--- src/rtl/snake_body_ctrl.sv ---
// rtl/snake_body_ctrl.sv - sequencer for the free-running snake-body direction shift register
module snake_body_ctrl #(
  parameter int DEPTH    = 220,
  parameter int GRID_W   = 16,
  parameter int GRID_H   = 16,
  parameter int LEN_INIT = 3,
  parameter int HEAD_X0  = 8,
  parameter int HEAD_Y0  = 8,
  parameter int LW       = $clog2(DEPTH + 1),
  localparam int XW      = $clog2(GRID_W),
  localparam int YW      = $clog2(GRID_H)
) (
  input  logic          clk,
  input  logic          rst_n,
  input  logic [1:0]    sr_out,
  output logic [1:0]    sr_in,
  input  logic          step_valid,
  input  logic [1:0]    step_dir,
  input  logic          step_grow,
  output logic          step_ready,
  output logic [XW-1:0] head_x,
  output logic [YW-1:0] head_y,
  output logic [LW-1:0] length,
  output logic          seg_valid,
  output logic [XW-1:0] seg_x,
  output logic [YW-1:0] seg_y,
  output logic          seg_last,
  output logic          frame_done,
  output logic          hit
);

  localparam int PW = (DEPTH > 1) ? $clog2(DEPTH) : 1;
  localparam int CW = (LW > PW) ? LW : PW;
  localparam logic [PW-1:0] PMAX = PW'(DEPTH - 1);
  localparam logic [XW-1:0] XMAX = XW'(GRID_W - 1);
  localparam logic [YW-1:0] YMAX = YW'(GRID_H - 1);
  localparam logic [LW-1:0] LMAX = LW'(DEPTH);

  typedef enum logic [1:0] {S_INIT, S_SCAN, S_GAP} state_t;

  // fwd=1 applies +dir (head advance), fwd=0 applies -dir (walk toward tail)
  function automatic logic [XW-1:0] move_x(input logic [XW-1:0] x, input logic [1:0] d, input logic fwd);
    logic inc, dec;
    inc = fwd ? (d == 2'd0) : (d == 2'd2);
    dec = fwd ? (d == 2'd2) : (d == 2'd0);
    if (inc)      move_x = (x == XMAX) ? '0 : x + XW'(1);
    else if (dec) move_x = (x == '0) ? XMAX : x - XW'(1);
    else          move_x = x;
  endfunction

  function automatic logic [YW-1:0] move_y(input logic [YW-1:0] y, input logic [1:0] d, input logic fwd);
    logic inc, dec;
    inc = fwd ? (d == 2'd1) : (d == 2'd3);
    dec = fwd ? (d == 2'd3) : (d == 2'd1);
    if (inc)      move_y = (y == YMAX) ? '0 : y + YW'(1);
    else if (dec) move_y = (y == '0) ? YMAX : y - YW'(1);
    else          move_y = y;
  endfunction

  state_t        state, state_nx;
  logic [PW-1:0] pos, pos_nx, head_slot, k;
  logic          pend, pend_nx, pend_grow;
  logic [1:0]    pend_dir;
  logic [XW-1:0] cur_x, base_x, nseg_x;
  logic [YW-1:0] cur_y, base_y, nseg_y;
  logic          flag;
  logic          k_last, commit, accept, in_body, is_last, hit_now, frame_hit;

  assign pos_nx    = (pos == PMAX) ? '0 : pos + PW'(1);
  assign k_last    = (state == S_SCAN) && (k == PMAX);
  assign commit    = k_last && pend;
  assign accept    = step_valid && step_ready;
  assign base_x    = (k == '0) ? head_x : cur_x;
  assign base_y    = (k == '0) ? head_y : cur_y;
  assign nseg_x    = move_x(base_x, sr_out, 1'b0);
  assign nseg_y    = move_y(base_y, sr_out, 1'b0);
  assign in_body   = CW'(k) < CW'(length);
  assign is_last   = (CW'(k) + CW'(1)) == CW'(length);
  assign hit_now   = in_body && (nseg_x == head_x) && (nseg_y == head_y);
  assign frame_hit = (k == '0) ? hit_now : (flag | hit_now);

  // Next state, pending-step bookkeeping and the register feed (recirculate by default)
  always_comb begin
    state_nx = state;
    sr_in    = sr_out;
    pend_nx  = pend;
    if (accept) pend_nx = 1'b1;
    case (state)
      S_INIT: begin
        sr_in = 2'd0;
        if (pos == PMAX) state_nx = S_SCAN;
      end
      S_SCAN: begin
        if (commit) begin
          sr_in    = pend_dir;
          pend_nx  = 1'b0;
          state_nx = S_GAP;
        end
      end
      S_GAP: begin
        if (pos_nx == head_slot) state_nx = S_SCAN;
      end
      default: state_nx = S_INIT;
    endcase
  end

  // State, rotating position, frame index and head slot
  always_ff @(posedge clk or negedge rst_n) begin
    if (!rst_n) begin
      state     <= S_INIT;
      pos       <= '0;
      k         <= '0;
      head_slot <= '0;
    end else begin
      state <= state_nx;
      pos   <= pos_nx;
      k     <= ((state == S_SCAN) && !k_last) ? k + PW'(1) : '0;
      if (commit) head_slot <= pos;
    end
  end

  // Step handshake: one pending move, accepted only outside INIT
  always_ff @(posedge clk or negedge rst_n) begin
    if (!rst_n) begin
      pend       <= 1'b0;
      pend_dir   <= 2'd0;
      pend_grow  <= 1'b0;
      step_ready <= 1'b0;
    end else begin
      pend <= pend_nx;
      if (accept) begin
        pend_dir  <= step_dir;
        pend_grow <= step_grow;
      end
      step_ready <= (state_nx != S_INIT) && !pend_nx;
    end
  end

  // Head position and body length move only on commit
  always_ff @(posedge clk or negedge rst_n) begin
    if (!rst_n) begin
      head_x <= XW'(HEAD_X0);
      head_y <= YW'(HEAD_Y0);
      length <= LW'(LEN_INIT);
    end else if (commit) begin
      head_x <= move_x(head_x, pend_dir, 1'b1);
      head_y <= move_y(head_y, pend_dir, 1'b1);
      if (pend_grow && (length != LMAX)) length <= length + LW'(1);
    end
  end

  // Body walk: stream segment coordinates and fold them into the frame collision flag
  always_ff @(posedge clk or negedge rst_n) begin
    if (!rst_n) begin
      cur_x      <= '0;
      cur_y      <= '0;
      seg_x      <= '0;
      seg_y      <= '0;
      seg_valid  <= 1'b0;
      seg_last   <= 1'b0;
      flag       <= 1'b0;
      frame_done <= 1'b0;
      hit        <= 1'b0;
    end else if (state == S_SCAN) begin
      cur_x      <= nseg_x;
      cur_y      <= nseg_y;
      seg_x      <= nseg_x;
      seg_y      <= nseg_y;
      seg_valid  <= in_body;
      seg_last   <= is_last;
      flag       <= frame_hit;
      frame_done <= k_last;
      hit        <= k_last && frame_hit;
    end else begin
      seg_valid  <= 1'b0;
      seg_last   <= 1'b0;
      frame_done <= 1'b0;
      hit        <= 1'b0;
    end
  end

endmodule

--- config.mk ---
export PLATFORM = sky130hd
export DESIGN_NAME = snake_body_ctrl
export DESIGN_NICKNAME = d
export VERILOG_FILES = /design/src/rtl/snake_body_ctrl.sv
export SDC_FILE = /design/constraint.sdc
export NUM_CORES = 1
export LEC_CHECK = 0
export ABC_AREA = 1
export BUFFER_PORTS_ARGS = -buffer_cell sky130_fd_sc_hd__buf_2
export CORE_UTILIZATION = 55
export CTS_BUF_LIST = sky130_fd_sc_hd__clkbuf_4 sky130_fd_sc_hd__clkbuf_8
export DETAILED_ROUTE_END_ITERATION = 10
export PLACE_DENSITY = 0.75
export SLEW_MARGIN = 10
export SYNTH_ARGS = -nofsm -noshare
export SYNTH_HDL_FRONTEND = slang
export SYNTH_SLANG_ARGS = --single-unit
--- constraint.sdc ---
create_clock -name clk -period 4.2 [get_ports clk]
set_clock_uncertainty 0.1 [all_clocks]
set_input_delay 0.42 -clock clk [delete_from_list [all_inputs] [get_ports clk]]
set_output_delay 0.42 -clock clk [all_outputs]
set_load 0.1 [all_outputs]
==> flow_summary.toml <==
[timing]
maxSlewHeadroom = 0.4468
worst_slew_pin_slew_ns = 0.8298
fin_setup_tns_ns = 0
drv_slew = 0
fin_crit_sh = 0.7524
finalSetupViolations = 0
rsz0062_at_grt = "false"
period_minus_slack_ns = 3.160
finalHoldViolations = 0
fmax_mhz = 316.4

[floorplanning]
die_y_um = 87.35
core_area_um2 = 6907
num_rows = 30
die_x_um = 87.35
ioPinCount = 39
die_area_um2 = 7629
start_util = 0.5801

[clock_tree]
cts_sinks = 60
clk_pin_slew_ns = 0.07
cts_buffer_depth = 2
cts_made_buffers = 9
cts_resized = 0
cts_root_buffer = "clkbuf_8"
worstSkewPairLatency_ns = 0.35
hold_buffers = 0
cts_tree = "built"
cts_max_level = 3
postCtsSetupBuffers = 0

[final_layout]
final_util = 0.6563
drive_above_1_share = 0.1541
layout_common_cells = "131 x nand2_1, 71 x inv_1, 65 x nand3_1"
final_common_cell = "nand2_1"
diodes = 0
syn2layout_area_growth_pct = 13.15
fin_nets = 624

[setup_path]
crit_path_max_incr_delay_ns = 0.45
crit_top_cell = "nand2_1"
slowest_stage = "buf_2"
critPathKind = "register to output port"
r2r_slack_ns = 1.28
start_kind = "register"
arrival_ns = 2.64
cp.required_ns = 3.68
end_kind = "output port"
rr_startpoint = "k[0]"
cp_cell_sequence = "ha_1 > nand2_1 > nor3_1 > nand2_1 > nor2_2 > inv_1 > o22ai_1 > buf_2"
rr_worst_depth = 19
critPathMaxFanout = 14
r2r_end = "flag"

[job]
max-cap-violations = 0

[global_route]
grt_max_degree = 36
grt_util_met2 = 0.4332
gr-total-overflow = 0
grt_usage = 0.2655
grt-busiest-layer = "met2"
grt_pass1_vias = 3432
use_met1 = 0.3424
grt_pass1_wl_um = 15440
grt_util_met3 = 0.04360
antenna_found_initial = 0

[logic_synthesis]
synth_area_um2 = 4006
synth_top_area_share = 0.3498
ys_seq_area_frac = 0.3760
synthTopCellsByArea = "dfrtp_1 35%, nand2_1 12%, nand3_1 8.1%"
synth.distinct_cells = 32
synth_mux_area_frac = 0
syn-num-nets = 580
avgSynthCellArea_um2 = 7.311
synth_top_area_cell = "dfrtp_1"
synth-seq-cells = 60
synth_top_family_by_area = "simple AND/OR/NAND/NOR gates"
synth-compound-area-share = 0.08682
netlist_instances = 548
synth_warnings = 0
synth_adder_area_share = 0.07495
synth-simple-area-share = 0.3220
yosys.area_share.xor_xnor = 0.05684

[run_status]
status = "complete, no violations"

[routing]
avgRoutedWirePerCell_um = 13.26
drt-total-wl_um = 9189
drc = 0
vias = 3644
vias_per_cell = 5.258
firstDrtPassIters = 4
detail-route-antenna-nets = 0
drt_iter0_drc = 232

[place]
port_buffers = 38
dp_hpwl_um = 6869
gp_congestion = 0.9295

[pwr]
vdd_ir_drop_max_mv = 0.2428
p_per_area_nw_per_um2 = 277.6
p_leak_uw = 0.002335
p_total_uw = 1258

[hold_path]
hold_path.class = "input pin to asynchronous set/reset pin"
## worst max path at each step
stage | from | to | slack [ns] | depth (start not counted)
4_1_cts | k[1] | sr_in[0] | 1.02 | 9
6_report | k[1] | sr_in[1] | 1.04 | 8
3_3_place_gp | k[1] | sr_in[1] | 1.45 | 8
2_1_floorplan | k[0] | sr_in[0] | 0.45 | 8
3_5_place_dp | k[0] | flag | 1.34 | 19
5_1_grt | k[1] | sr_in[0] | 0.80 | 9
## area by class of cell
cell class,count,area [um^2]
Multi-Input combinational cell,401,2166
Inverter,81,304.0
Clock buffer,9,123.9
Timing Repair Buffer,39,197.7
Tap cell,96,120.1
Sequential cell,60,1506
Clock inverter,7,115.1
Fill cell,621,2374
## per-stage QoR
| step | cell area [um^2] | setup slack [ns] | instances | hold WS (ns) |
|---|---|---|---|---|
| final | 4533 | 1.040 | 693 | 0.07145 |
| after global routing | 4533 | 0.7988 | 693 | 0.1292 |
| after CTS | 4533 | 1.021 | 693 | 0.09348 |
| after detailed placement | 4294 | 1.338 | 677 | 0.3700 |
| after global placement | 4294 | 1.447 | 677 | 0.3645 |
| after floorplan | 4006 | 0.4458 | 548 | 0.02441 |
## sequential cells by signal, indices dropped and copies added, names as in the netlist
| name | count |
|---|---|
| cur_x | 4 |
| pend_grow | 1 |
| head_slot | 8 |
| step_ready | 1 |
| seg_valid | 1 |
| frame_done | 1 |
| state | 2 |
| seg_last | 1 |
| cur_y | 4 |
| k | 8 |
| pend | 1 |
| length | 8 |
| pos | 8 |
| hit | 1 |
| pend_dir | 2 |
| head_y | 4 |
| head_x | 4 |
| flag | 1 |
## synth_stat cells
library cell  count
nor2_1           50
nand2_4           3
a21oi_1          18
nor3_1            7
nand2_2          11
xnor2_1           4
nor4_1            4
o21ai_0          28
nor2_2            4
o21ai_1           3
o32ai_1           1
inv_2            10
a21boi_0          1
buf_6             1
nand3_1          65
xor2_1           22
nand4_1           6
nand3b_1          1
a31oi_1           7
or2_2             1
nor2_4            3
a211oi_1          1
ha_1             24
clkbuf_1          5
dfrtp_1          56
o22ai_1           3
dfstp_2           4
a311oi_1          1
o21a_1            1
inv_1            71
nand4_2           1
nand2_1         131
## worst max-delay path, delay by kind of cell (launching register included)
kind / cells / cell delay, ns
flip-flops: 1 / 0.39
adder cells (fa/ha/maj): 1 / 0.21
AND/OR/NAND/NOR: 4 / 0.74
buffers and inverters: 2 / 0.73
AO/OA/AOI/OAI: 1 / 0.21
## power by group
group | switching (uW) | internal, uW
clock | 243 | 392
sequential | 0 | 578
combinational | 33.4 | 12.5
## per-layer routing
metal,part of all wire,up-vias
met2,0.47,76
met5,0,-
met4,0.028,0
li1,-,1852
met3,0.035,22
met1,0.46,1694
## cell families after synthesis
group / count (synthesis)
buffers and inverters: 87
XOR/XNOR: 26
AO/OA/AOI/OAI: 64
adder cells (fa/ha/maj): 24
AND/OR/NAND/NOR: 287
flip-flops: 60
(Power assumes the default switching activity.)
